File: config.mk
export PLATFORM = sky130hd
export DESIGN_NAME = dmem_responder
export DESIGN_NICKNAME = d
export VERILOG_FILES = /design/src/rtl/dmem_responder.sv
export SDC_FILE = /design/constraint.sdc
export NUM_CORES = 2
export LEC_CHECK = 0
export ABC_AREA = 1
export CELL_PAD_IN_SITES_DETAIL_PLACEMENT = 1
export CELL_PAD_IN_SITES_GLOBAL_PLACEMENT = 1
export CORE_MARGIN = 1.5
export CORE_UTILIZATION = 51
export DETAILED_ROUTE_END_ITERATION = 6
export PLACE_DENSITY_LB_ADDON = 0.25
export SYNTH_ARGS = -nofsm -noshare
export SYNTH_HDL_FRONTEND = slang
export SYNTH_SLANG_ARGS = --single-unit
File: constraint.sdc
create_clock -name CLK -period 5.5 [get_ports CLK]
set_clock_uncertainty 0.2 [all_clocks]
set_input_delay 1.1 -clock CLK [delete_from_list [all_inputs] [get_ports CLK]]
set_output_delay 1.1 -clock CLK [all_outputs]
set_load 0.005 [all_outputs]
File: src/rtl/dmem_responder.sv
// ============================================================================
// Module   : dmem_responder
// Brief    : Single-outstanding word memory responder with fixed response
//            latency, alignment/range error reporting and async-cleared array.
// Revision : 1.0
// ============================================================================
`default_nettype none

module dmem_responder #(
    parameter int DEPTH   = 64,
    parameter int LATENCY = 2
) (
    input  logic        CLK,
    input  logic        RSTn,
    input  logic        ReqValid,
    input  logic        ReqWrite,
    input  logic [31:0] ReqAddr,
    input  logic [31:0] ReqWData,
    output logic        ReqReady,
    output logic        RespValid,
    input  logic        RespAck,
    output logic [31:0] RespRData,
    output logic        RespErr,
    output logic        Busy
);

    localparam int         AW         = $clog2(DEPTH);
    localparam logic [3:0] C_LAT_INIT = 4'(LATENCY - 1);

    typedef enum logic [1:0] {
        S_IDLE = 2'd0,
        S_WAIT = 2'd1,
        S_RESP = 2'd2
    } state_t;

    state_t        r_state;
    state_t        w_next;
    logic [3:0]    r_cnt;
    logic          r_write;
    logic [31:0]   r_addr;
    logic [31:0]   r_wdata;
    logic [31:0]   r_rdata;
    logic          r_err;
    logic [31:0]   r_mem [DEPTH];

    logic          w_accept;
    logic          w_finish;
    logic          w_addr_err;
    logic [AW-1:0] w_idx;

    assign w_accept   = ReqValid && (r_state == S_IDLE);
    assign w_finish   = (r_state == S_WAIT) && (r_cnt == 4'd0);
    // Anything above the array (upper address bits set) or not word-aligned.
    assign w_addr_err = (r_addr[1:0] != 2'b00) || (r_addr[31:AW+2] != '0);
    assign w_idx      = r_addr[AW+1:2];

    assign ReqReady  = (r_state == S_IDLE);
    assign RespValid = (r_state == S_RESP);
    assign Busy      = (r_state != S_IDLE);
    assign RespRData = r_rdata;
    assign RespErr   = r_err;

    always_comb begin
        w_next = r_state;
        case (r_state)
            S_IDLE:  if (ReqValid)     w_next = S_WAIT;
            S_WAIT:  if (r_cnt == 4'd0) w_next = S_RESP;
            S_RESP:  if (RespAck)      w_next = S_IDLE;
            default: w_next = S_IDLE;
        endcase
    end

    always_ff @(posedge CLK or negedge RSTn) begin
        if (!RSTn) begin
            r_state <= S_IDLE;
            r_cnt   <= 4'd0;
            r_write <= 1'b0;
            r_addr  <= 32'd0;
            r_wdata <= 32'd0;
            r_rdata <= 32'd0;
            r_err   <= 1'b0;
        end else begin
            r_state <= w_next;
            if (w_accept) begin
                r_cnt   <= C_LAT_INIT;
                r_write <= ReqWrite;
                r_addr  <= ReqAddr;
                r_wdata <= ReqWData;
            end else if ((r_state == S_WAIT) && (r_cnt != 4'd0)) begin
                r_cnt <= r_cnt - 4'd1;
            end
            if (w_finish) begin
                r_err   <= w_addr_err;
                r_rdata <= (w_addr_err || r_write) ? 32'd0 : r_mem[w_idx];
            end else if ((r_state == S_RESP) && RespAck) begin
                r_err   <= 1'b0;
                r_rdata <= 32'd0;
            end
        end
    end

    // Array is flop-based so reset can clear every word without a clock.
    always_ff @(posedge CLK or negedge RSTn) begin
        if (!RSTn) begin
            for (int i = 0; i < DEPTH; i++) begin
                r_mem[i] <= 32'd0;
            end
        end else if (w_finish && r_write && !w_addr_err) begin
            r_mem[w_idx] <= r_wdata;
        end
    end

endmodule

`default_nettype wire

Word level (Yosys, flattened, before mapping)

Index checks and enable logic that the tools add are counted.

Add/subtract/negate cells: 1
Magnitude comparators: 2
Eq/ne operators: 5
Muxes and demuxes: 17
Bitwise gates (word level): 1
Reductions and logical operators: 19

Operators by type and width:

| kind                                                                          | number |
|---|---|
| 2048-bit bitwise mux                                                          | 1 |
| 32-bit binary-select mux with 6-bit select                                    | 1 |
| 32-bit demux with 6-bit select                                                | 1 |
| 32-bit 2-to-1 mux                                                             | 6 |
| 24-bit nonzero test                                                           | 1 |
| 4-bit 2-to-1 mux                                                              | 2 |
| 2-bit nonzero test                                                            | 4 |
| 7-bit >= comparator (second input constant)                                   | 1 |
| 1-bit logical AND                                                             | 7 |
| 7-bit by 1-bit less-than comparator with 1-bit output (second input constant) | 1 |
| 6-bit inverter with 7-bit output                                              | 1 |
| 2-bit 2-to-1 mux                                                              | 3 |
| 2-bit case mux with 3 select lines                                            | 1 |
| 4-bit zero test                                                               | 1 |
| 2-bit != test (second input constant)                                         | 2 |
| 4-bit nonzero test                                                            | 1 |
| 4-bit by 1-bit subtractor with 4-bit output (second input constant)           | 1 |
| 3-bit AND reduction                                                           | 1 |
| 2-bit by 1-bit equality test with 1-bit output (second input constant)        | 1 |
| 2-bit equality test (second input constant)                                   | 1 |
| 2-bit zero test                                                               | 1 |
| 1-bit logical OR                                                              | 2 |
| 1-bit 2-to-1 mux                                                              | 2 |
| 2-bit by 1-bit != test with 1-bit output (second input constant)              | 1 |
| 1-bit zero test                                                               | 1 |

Register bits: 2152
Bits of input ports: 69
Output and inout bits: 36
Logic and storage cells: 116

Depth between registers and ports, before layout

Depth after elaboration: 6
Depth in mapped cells: 15
Mapped depth without buffers: 12

Worst setup path after synthesis

OpenSTA, ideal clock, no wires.

Kind: in2reg
Start: in ReqValid
End: reg r_wdata[0]
Setup time: 0.083 ns
Data arrival time: 1.948 ns
Data required time: 5.217 ns
Path slack: 3.269 ns
Cell stages on the path: 6
Cells stage by stage: nand2_1 -> inv_1 -> clkbuf_1 -> clkbuf_1 -> nand2_1 -> o21ai_0

Longest elaborated chain between the ends: 1

RTL lines:

| element                | RTL line | RTL |
|---|---|---|
| start: declaration     | 15       | `input logic ReqValid,` |
| 1-bit logical AND      | 51       | `assign w_accept = ReqValid && (r_state == S_IDLE);` |
| end signal: assignment | 88       | `r_wdata <= ReqWData;` |
| end: declaration       | 41       | `logic [31:0] r_wdata;` |

No other way between the ends.
A chain may end at the register's enable or synchronous reset.

Worst setup path in the final report

Start: reg r_cnt[0]
End: reg r_mem[571] in the netlist's numbering

Longest elaborated chain between the ends: 4

RTL lines:

| element                         | RTL line | RTL |
|---|---|---|
| start: declaration              | 38       | `logic [3:0] r_cnt;` |
| start signal: assignment        | 90       | `r_cnt <= r_cnt - 4'd1;` |
| 4-bit zero test                 | 52       | `assign w_finish = (r_state == S_WAIT) && (r_cnt == 4'd0);` |
| 1-bit logical AND               | 52       |  |
| 1-bit logical AND (2 in series) | 108      | `end else if (w_finish && r_write && !w_addr_err) begin` |
| end signal: indexed assignment  | 109      | `r_mem[w_idx] <= r_wdata;` |
| end: declaration                | 44       | `logic [31:0] r_mem [DEPTH];` |

No other way between the ends.

==> reports/results.ini <==
[synthesis]
synth_edf_count=0
ys_types=36
yosys.area.top_type=dfrtp_1
yosysTopAreaCellShare_pct=52.57
avgSynthCellArea_um2=7.666
synthCells=13360
synthTopCellsByArea=dfrtp_1, nand2_1, o21ai_0
seq_area_frac_synth_pct=52.57
synth-warning-count=0
async_flop_share_pct=100.0
synth-seq-cells=2152
synth_top_flop_cell=dfrtp_1
syn_area_um2=102400
syn_nets=13430

[clock_tree]
post_cts_buffers=0
cts-root-buf=clkbuf_16
numCtsBuffers=229
h-tree-depth=4
cts_tree=built
cts.path.max_buffers=3
clk_pin_slew_ps=70
clkLatencyLatePin_ps=890
clock-sinks=2152

[timing]
setup-violations-final=0
worst_slew_pin_slew_ps=1265
rsz0062_at_grt=false
slew_headroom_pct=15.70
hold_ws_ps=277.3
maxSlewViolCount=0
finalCritPeriodShare_pct=76.02
finalCriticalPeriod_ps=4181
fmax_mhz=239.2
finalSetupTns_ps=0
hold_viol=0

[routing]
viasPerCell=5.751
met1Wirelength_um=149000
wl_met2_um=168800
wire_per_inst_um=22.58
wirelength_um=355000
ant_nets=0
drt_iter0_drc=8502
drc_errors=0
routed.top_layer=met5
vias=90390
wl_met3_um=22530
drt_pass1_iterations=6

[pwr]
peakVddDrop_mv=0.5752
p_per_area_nw_per_um2=470.7
power_leakage_uw=0.05213

[placed_design]
portBuffers=104
hpwlAfterDp_um=204500
gp_congestion=0.8630

[floorplanning]
fp.dieW_um=451.2
io_pins=105
core-area_um2=199700
std_cell_rows=164
start_util_pct=51.31
die_area_um2=203600
dieHeight_um=451.2

[grt]
grt_first_pass_wirelength_um=558200
grt_overflow=0
first_global_vias=96160
antenna_found_initial=15
grtUsageTotal_pct=35.11
grt_max_degree=169

[setup_path]
cp-startpoint=r_cnt[0]
rr_worst_depth=9
r2r-start=r_cnt[0]
end_kind=register
crit_family=simple AND/OR/NAND/NOR gates
timing.rr.end=r_mem[571]
crit_type=reg2reg
crit_end=r_mem[571]
cp_num_buf_inv=3
crit_cells=9
crit_slowest_cell=nand4_4
cp_cell_sequence=inv_1 > ha_1 > nand4_2 > nor2_4 > buf_12 > buf_4 > nand4_4 > nand2_1 > o21ai_0
required_ps=6020
max_stage_delay_ps=860
startpoint_type=register
worst-endpoint-arrival_ps=4700
reg2reg_slack_ps=1320
crit_fanout=64

[layout]
drive_above_1_share_pct=5.331
synthToLayoutAreaGrowth_pct=8.808
nNetsFinal=12930
n_fill_cell=24530

[worst_hold_path]
holdCritPathClass=reg2reg

[flow_run]
timing.max_cap.violations=0

[run_status]
run_status=complete, no violations

## routing by layer
metal	vias to the layer above	track usage, %
met4	8	14.31
li1	40750	-
met2	2866	58.32
met5	-	0
met3	766	5.489
met1	46000	45.92
## logic make-up (layout without fill, tap and decap cells)
family	Yosys count	after routing	synth area share (%)
adder cells (fa/ha/maj)	1	1	0.01221
AO/OA/AOI/OAI	2245	2245	11.10
other	0	7	0
buffers and inverters	1995	1687	8.696
AND/OR/NAND/NOR	6970	6970	27.63
flip-flops	2152	2152	52.57
## worst min path at each step
stage | end | cells after the start | from | slack (ps)
CTS | r_addr[1] | 2 | r_addr[1] | 280
global route | r_mem[1811] | 2 | r_mem[1811] | 300
detailed placement | r_addr[1] | 2 | r_addr[1] | 260
finish | r_addr[1] | 2 | r_addr[1] | 280
floorplan | r_addr[0] | 2 | r_addr[0] | 240
global placement | r_addr[0] | 2 | r_addr[0] | 260
## per-stage QoR
step / instances / instance area [µm²] / worst slack, ps / util (%) / power [µW]
2_1_floorplan: 13360 / 102400 / 3269 / - / 28070
3_3_place_gp: 15280 / 103600 / 1731 / 51.87 / 35460
3_5_place_dp: 15280 / 103600 / 1519 / 51.87 / 35940
4_1_cts: 15710 / 111400 / 1350 / 55.82 / 52250
5_1_grt: 15710 / 111400 / 1174 / 55.82 / 54720
6_report: 15720 / 111500 / 1319 / 55.83 / 52460
## layout by cell type, fill, tap and decap left out, types with 2 or more instances in the layout
cell / netlist / routed
nand2_1: 5890 / 5890
dfrtp_1: 2152 / 2149
o21ai_0: 1651 / 1651
inv_1: 945 / 907
nand3_1: 552 / 551
o21ai_1: 500 / 500
nor2_1: 334 / 332
clkbuf_16: 0 / 234
buf_4: 17 / 168
clkdlybuf4s50_1: 0 / 103
nand4_1: 102 / 102
clkbuf_8: 0 / 66
nand4_4: 60 / 64
clkbuf_1: 534 / 57
clkinv_2: 0 / 45
o21bai_1: 36 / 36
inv_2: 6 / 35
buf_12: 6 / 35
a21oi_1: 28 / 28
a31oi_1: 27 / 27
bufinv_16: 0 / 18
and2_1: 10 / 10
diode_2: 0 / 7
nand3b_1: 5 / 5
nor2_4: 1 / 4
inv_4: 0 / 3
inv_6: 0 / 3
nor3_2: 0 / 3
dfrtp_4: 0 / 3
inv_8: 0 / 2
clkinv_1: 1 / 2
nor3_1: 5 / 2
clkinv_8: 0 / 2
inv_16: 0 / 2
## cell usage after synthesis (65+ instances only)
cell type  instances
o21ai_0         1651
nand2_1         5890
clkbuf_1         534
o21ai_1          500
nand3_1          552
buf_1             65
inv_1            945
nor2_1           334
buf_2            233
dfrtp_1         2152
buf_6            117
clkbuf_2          71
nand4_1          102
## worst reg2reg max path, cell delays in order, from the launching register on
cell and delay (ps):
dfrtp_1 400, inv_1 120, ha_1 230, nand4_2 210, nor2_4 620, buf_12 420, buf_4 310, nand4_4 860
nand2_1 470, o21ai_0 200
## power breakdown
group          internal (µW)  leakage (µW)  switching [µW]
Clock                   9520       0.00391            6710
Sequential             16100        0.0300             256
Combinational           4290        0.0183           15600
## flip-flops by register name, summed over array words and instances, names as in the netlist
| signal | cells |
|---|---|
| r_write | 1 |
| r_mem | 2048 |
| r_wdata | 32 |
| r_addr | 32 |
| RespRData | 32 |
| r_state | 2 |
| r_cnt | 4 |
| RespErr | 1 |
## area by class of cell
class	instances	area, µm²	area share, %
diodes	7	17.52	0.01572
clock buffers	357	6978	6.260
clock inverters	70	892.1	0.8004
inverters	952	3603	3.233
multi-input cells	9216	39750	35.67
flip-flops and latches	2152	53860	48.32
well taps	2656	3323	2.981
repair buffers	308	3030	2.719
## timing repair
action | CTS | global route
hold endpoints to repair | 40 | 0
resized for setup | 0 | 0
setup endpoints to repair | 0 | 0
hold buffers | 1 | 0
(Power assumes the default switching activity.)
